## config.mk

```make
export PLATFORM = sky130hd
export DESIGN_NAME = pc_seq
export DESIGN_NICKNAME = d
export VERILOG_FILES = /design/src/rtl/pc_pkg.sv /design/src/rtl/ras_stack.sv /design/src/rtl/pc_seq.sv
export SDC_FILE = /design/constraint.sdc
export NUM_CORES = 1
export LEC_CHECK = 0
export BUFFER_PORTS_ARGS = -buffer_cell sky130_fd_sc_hd__buf_2
export CORE_MARGIN = 1
export CORE_UTILIZATION = 46
export DETAILED_ROUTE_END_ITERATION = 10
export GPL_ROUTABILITY_DRIVEN = 1
export PLACE_DENSITY = 0.89
export SYNTH_ARGS = -nofsm -noshare
export SYNTH_HDL_FRONTEND = slang
export SYNTH_SLANG_ARGS = --single-unit
```

## constraint.sdc

```tcl
create_clock -name clk -period 3.7 [get_ports clk]
set_clock_uncertainty 0.15 [all_clocks]
set_input_delay 0.37 -clock clk [delete_from_list [all_inputs] [get_ports clk]]
set_output_delay 0.37 -clock clk [all_outputs]
set_load 0.005 [all_outputs]
```

## src/rtl/pc_pkg.sv

```systemverilog
// pc_pkg: shared types for the program-counter sequencer.
// The return-address stack is built only when PC_RAS_EN is defined.
package pc_pkg;

  // Next-PC operation codes; codes 5..7 are undefined and treated as OP_SEQ.
  typedef enum logic [2:0] {
    OP_SEQ  = 3'd0,
    OP_BR   = 3'd1,
    OP_JMP  = 3'd2,
    OP_CALL = 3'd3,
    OP_RET  = 3'd4
  } pc_op_t;

endpackage

```

## src/rtl/ras_stack.sv

```systemverilog
// ras_stack: circular return-address stack.
// Entries live in a ring addressed by a write pointer; the live entries are
// the COUNT slots just below the pointer. Pushing onto a full stack
// overwrites the oldest slot, because that slot is the one under the pointer.
module ras_stack #(
  parameter int W     = 16,
  parameter int DEPTH = 4,
  localparam int IDX_W = (DEPTH > 1) ? $clog2(DEPTH) : 1,
  localparam int CNT_W = $clog2(DEPTH + 1)
) (
  input  logic             clk,
  input  logic             reset_n,
  input  logic             push_i,
  input  logic             pop_i,
  input  logic [W-1:0]     data_i,
  output logic [W-1:0]     data_o,
  output logic [CNT_W-1:0] count_o,
  output logic             full_o,
  output logic             empty_o
);

  logic [W-1:0]     mem_q [DEPTH];
  logic [IDX_W-1:0] ptr_q, ptr_d, ptr_inc, ptr_dec;
  logic [CNT_W-1:0] cnt_q, cnt_d;

  assign full_o  = (cnt_q == CNT_W'(DEPTH));
  assign empty_o = (cnt_q == '0);
  assign count_o = cnt_q;

  // Ring pointer neighbours; DEPTH need not be a power of two.
  always_comb begin
    ptr_inc = (ptr_q == IDX_W'(DEPTH - 1)) ? '0 : ptr_q + IDX_W'(1);
    ptr_dec = (ptr_q == '0) ? IDX_W'(DEPTH - 1) : ptr_q - IDX_W'(1);
  end

  // Top of stack is the slot just below the write pointer.
  assign data_o = mem_q[ptr_dec];

  // Pointer/count update; count saturates at DEPTH on overwrite, pop of empty is ignored.
  always_comb begin
    ptr_d = ptr_q;
    cnt_d = cnt_q;
    if (push_i) begin
      ptr_d = ptr_inc;
      if (!full_o) cnt_d = cnt_q + CNT_W'(1);
    end else if (pop_i && !empty_o) begin
      ptr_d = ptr_dec;
      cnt_d = cnt_q - CNT_W'(1);
    end
  end

  // Control state register with asynchronous clear.
  always_ff @(posedge clk or negedge reset_n) begin
    if (!reset_n) begin
      ptr_q <= '0;
      cnt_q <= '0;
    end else begin
      ptr_q <= ptr_d;
      cnt_q <= cnt_d;
    end
  end

  // Storage is not reset; an empty count makes stale contents unreachable.
  always_ff @(posedge clk) begin
    if (push_i) mem_q[ptr_q] <= data_i;
  end

endmodule

```

## src/rtl/pc_seq.sv

```systemverilog
// pc_seq: program-counter sequencer with optional return-address stack.
// Define PC_RAS_EN to build the stack; otherwise CALL/RET act as JMP and the
// stack status outputs are constant (ras_empty=1, ras_ovf=ras_udf=0).
module pc_seq
  import pc_pkg::*;
#(
  parameter int              PC_W      = 16,
  parameter int              INC_STEP  = 2,
  parameter logic [PC_W-1:0] RESET_VEC = PC_W'(16'h0000),
  parameter int              RAS_DEPTH = 4
) (
  input  logic            clk,
  input  logic            reset_n,
  input  logic            en,
  input  logic            flush,
  input  logic [PC_W-1:0] flush_target,
  input  logic [2:0]      op,
  input  logic [PC_W-1:0] target,
  output logic [PC_W-1:0] pc,
  output logic [PC_W-1:0] pc_plus,
  output logic            ras_empty,
  output logic            ras_ovf,
  output logic            ras_udf
);

  if (RAS_DEPTH < 2 || RAS_DEPTH > 16) begin : g_depth_chk
    $error("pc_seq: RAS_DEPTH must be within 2..16");
  end

  logic [PC_W-1:0] pc_q, pc_d;
  pc_op_t          op_s;

  assign op_s    = pc_op_t'(op);
  assign pc      = pc_q;
  // Wraps modulo 2^PC_W by construction.
  assign pc_plus = pc_q + PC_W'(INC_STEP);

`ifdef PC_RAS_EN
  localparam int CNT_W = $clog2(RAS_DEPTH + 1);

  logic             push, pop;
  logic             ovf_q, ovf_d, udf_q, udf_d;
  logic [PC_W-1:0]  ras_top;
  logic [CNT_W-1:0] ras_count;
  logic             ras_full, ras_none;

  ras_stack #(
    .W     (PC_W),
    .DEPTH (RAS_DEPTH)
  ) u_ras (
    .clk     (clk),
    .reset_n (reset_n),
    .push_i  (push),
    .pop_i   (pop),
    .data_i  (pc_plus),
    .data_o  (ras_top),
    .count_o (ras_count),
    .full_o  (ras_full),
    .empty_o (ras_none)
  );

  assign ras_empty = (ras_count == '0);
  assign ras_ovf   = ovf_q;
  assign ras_udf   = udf_q;
`else
  assign ras_empty = 1'b1;
  assign ras_ovf   = 1'b0;
  assign ras_udf   = 1'b0;
`endif

  // Next-PC selection: flush beats enable; a stall holds PC and stack.
  always_comb begin
    pc_d = pc_q;
`ifdef PC_RAS_EN
    push  = 1'b0;
    pop   = 1'b0;
    ovf_d = 1'b0;
    udf_d = 1'b0;
`endif
    if (flush) begin
      pc_d = flush_target;
    end else if (en) begin
      case (op_s)
        OP_SEQ:         pc_d = pc_plus;
        OP_BR, OP_JMP:  pc_d = target;
`ifdef PC_RAS_EN
        OP_CALL: begin
          pc_d  = target;
          push  = 1'b1;
          ovf_d = ras_full;
        end
        OP_RET: begin
          if (ras_none) begin
            pc_d  = target;
            udf_d = 1'b1;
          end else begin
            pc_d = ras_top;
            pop  = 1'b1;
          end
        end
`else
        OP_CALL, OP_RET: pc_d = target;
`endif
        default:        pc_d = pc_plus;
      endcase
    end
  end

  // PC register; reset forces the reset vector immediately.
  always_ff @(posedge clk or negedge reset_n) begin
    if (!reset_n) pc_q <= RESET_VEC;
    else          pc_q <= pc_d;
  end

`ifdef PC_RAS_EN
  // Overflow/underflow flags: one-cycle pulses following the offending edge.
  always_ff @(posedge clk or negedge reset_n) begin
    if (!reset_n) begin
      ovf_q <= 1'b0;
      udf_q <= 1'b0;
    end else begin
      ovf_q <= ovf_d;
      udf_q <= udf_d;
    end
  end
`endif

endmodule

```

==> results.json <==
{
  "antenna_found_initial": 0,
  "grt_pass1_vias": 1207,
  "ioPinCount": 74,
  "num_rows": 18,
  "drv_slew": 0,
  "die_h_um": 53.8,
  "p_int_mw": 0.343,
  "ant_nets": 0,
  "hold_viol_final": 0,
  "n_fill_cell": 239,
  "grt_pass1_wl_um": 5250,
  "start_util": 0.494,
  "routed.top_layer": "met4",
  "first_pass_iters": 4,
  "vias": 1320,
  "power.share.sequential": 0.433,
  "final_cell_mix": "buf_2 (70), nor2_1 (16), dfrtp_1 (16)",
  "dr_wl_met2_um": 1660,
  "layout-drive-gt1-share": 0.365,
  "syn-cell-area_um2": 1230,
  "min_from": "flush_target[1]",
  "yosys_warnings": 0,
  "cts.path.max_buffers": 2,
  "fin_crit_sh": 0.661,
  "arrival_ps": 1930,
  "clockPowerShare": 0.222,
  "syn_to_final_growth_pct": 30.4,
  "dp_hpwl_um": 2430,
  "final_common_cell": "buf_2",
  "crit_path_start": "pc[2]$_DFFE_PN0P_",
  "max-slew-margin-rel": 0.399,
  "insertion_delay_ps": 290,
  "drcViolationCount": 0,
  "portBuffers": 70,
  "setup_tns_ps": 0,
  "required_ps": 3180,
  "rrSetupSlack_ps": 1780,
  "cts_tree": "built",
  "core_area_um2": 2500,
  "num_antenna_cells": 0,
  "switchingPower_mw": 0.186,
  "seq_area_um2": 400,
  "worst-r2r-cell-count": 6,
  "multiInputGateArea_um2": 757,
  "crit_path_end_kind": "output port",
  "cts_sinks": 16,
  "dieArea_um2": 2900,
  "vias_per_cell": 5.30,
  "grt_max_degree": 33,
  "die_x_um": 53.8,
  "post_cts_resized": 0,
  "finalCriticalPeriod_ps": 2450,
  "outcome": "complete, no violations",
  "wirelength_um": 3260,
  "grt_usage": 0.252,
  "synthCells": 156,
  "root_buffer": "clkbuf_4",
  "powerDensity_nw_per_um2": 329,
  "p_leak_nw": 0.781,
  "met3WireLength_um": 174,
  "hold_class": "in2reg",
  "start_kind": "register",
  "fin_util": 0.644,
  "synth-seq-cells": 16,
  "seq_area_frac_synth": 0.324,
  "combPwrFrac": 0.344,
  "ys_types": 29,
  "cts_made_buffers": 3,
  "fmax_ghz": 0.409,
  "grt.overflow.total": 0,
  "worst-setup-path-type": "reg2out",
  "avgSynthCellArea_um2": 7.92,
  "drt-met1-wl_um": 1400,
  "setup_viol": 0,
  "drt-initial-drc-count": 18,
  "clk_pin_slew_ps": 100,
  "gp_congestion": 0.800,
  "switching_share": 0.352,
  "hold_depth": 3,
  "path_max_fanout": 6,
  "r2r-start": "pc[2]$_DFFE_PN0P_",
  "rsz0062_at_grt": "false",
  "h-tree-depth": 1,
  "peakVddDrop_mv": 0.208,
  "tightest_slew_ps": 898,
  "largest_reg_flops": 16,
  "maxCapViolCount": 0,
  "nNetsFinal": 260,
  "wl_per_cell_um": 13.1
}
[per-stage QoR]
step	power, mW	setup WS [ps]	hold WS, ps	cell area [um^2]	instances
floorplan	0.331	1850	-75.6	1240	157
detailed placement	0.414	1520	163	1560	244
finish	0.529	1250	132	1610	249
global placement	0.409	1570	158	1560	244
global route	0.565	1090	131	1610	249
CTS	0.533	1240	125	1610	249
[power by group through the flow]
stage | Clock, mW | Combinational [mW] | Sequential (mW)
6_report | 0.118 | 0.182 | 0.229
5_1_grt | 0.128 | 0.205 | 0.233
3_3_place_gp | 0 | 0.178 | 0.231
3_5_place_dp | 0 | 0.182 | 0.232
2_1_floorplan | 0 | 0.107 | 0.224
4_1_cts | 0.121 | 0.183 | 0.229
[cell families after synthesis]
kind of cell | share of synthesized area
compound gates | 0.170
flops | 0.324
xor+xnor | 0.106
fa+ha+maj | 0.0101
other cells | 0.00608
buf+inv | 0.0659
mux | 0.0162
simple gates | 0.301
[area by class of cell]
class | count | area share
clock buffers | 4 | 0.0225
repair buffers | 72 | 0.228
inverters | 3 | 0.00699
multi-input cells | 124 | 0.470
flip-flops and latches | 16 | 0.249
well taps | 30 | 0.0233
[synth_stat cells]
master / instances / area (um^2)
nor4_2: 3 / 37.5
nand4_4: 1 / 21.3
nand4_1: 1 / 6.26
buf_2: 2 / 10.0
o21ai_1: 3 / 15.0
nor2b_1: 5 / 31.3
buf_1: 1 / 3.75
a31oi_1: 2 / 12.5
conb_1: 2 / 7.51
nand3_1: 12 / 60.1
nor3_1: 3 / 15.0
clkbuf_1: 7 / 26.3
mux2i_1: 2 / 20.0
a21o_1: 1 / 7.51
nor3_2: 1 / 10.0
ha_1: 1 / 12.5
dfrtp_1: 16 / 400
xnor2_1: 4 / 35.0
xor2_1: 11 / 96.3
a21oi_1: 10 / 50.1
nor2_1: 16 / 60.1
o21ai_0: 14 / 70.1
a221o_1: 2 / 20.0
nor3b_1: 9 / 67.6
buf_4: 4 / 30.0
nand2_1: 15 / 56.3
a311oi_1: 4 / 35.0
and3_1: 1 / 6.26
inv_1: 3 / 11.3
[path summary, 6_finish.rpt]
check                                     endpoint
worst max-delay path                   pc_plus[15]
max in group asynchronous        pc[0]$_DFFE_PN0P_
worst min-delay path             pc[1]$_DFFE_PN0P_
min in group asynchronous        pc[2]$_DFFE_PN0P_
worst min register to register   pc[0]$_DFFE_PN0P_
worst max register to register  pc[15]$_DFFE_PN0P_
[what timing repair did]
| item | 4_1_cts | 5_1_grt |
|---|---|---|
| hold buffers | 1 | 0 |
| endpoints found under the hold margin | 16 | 0 |
| buffers inserted | 0 | 0 |
[metal layers]
metal	track usage	vias to the layer above
met4	0.0877	0
met3	0.0311	2
met1	0.318	607
li1	-	665
met5	0	-
met2	0.438	46
[critical path, cell delays in order, from the launching register on]
cell and delay, ps:
dfrtp_1 460, ha_1 330, nand2_1 170, nor4_2 320, xor2_1 220, buf_2 140
No activity file was read; power rests on OpenSTA's default activity.
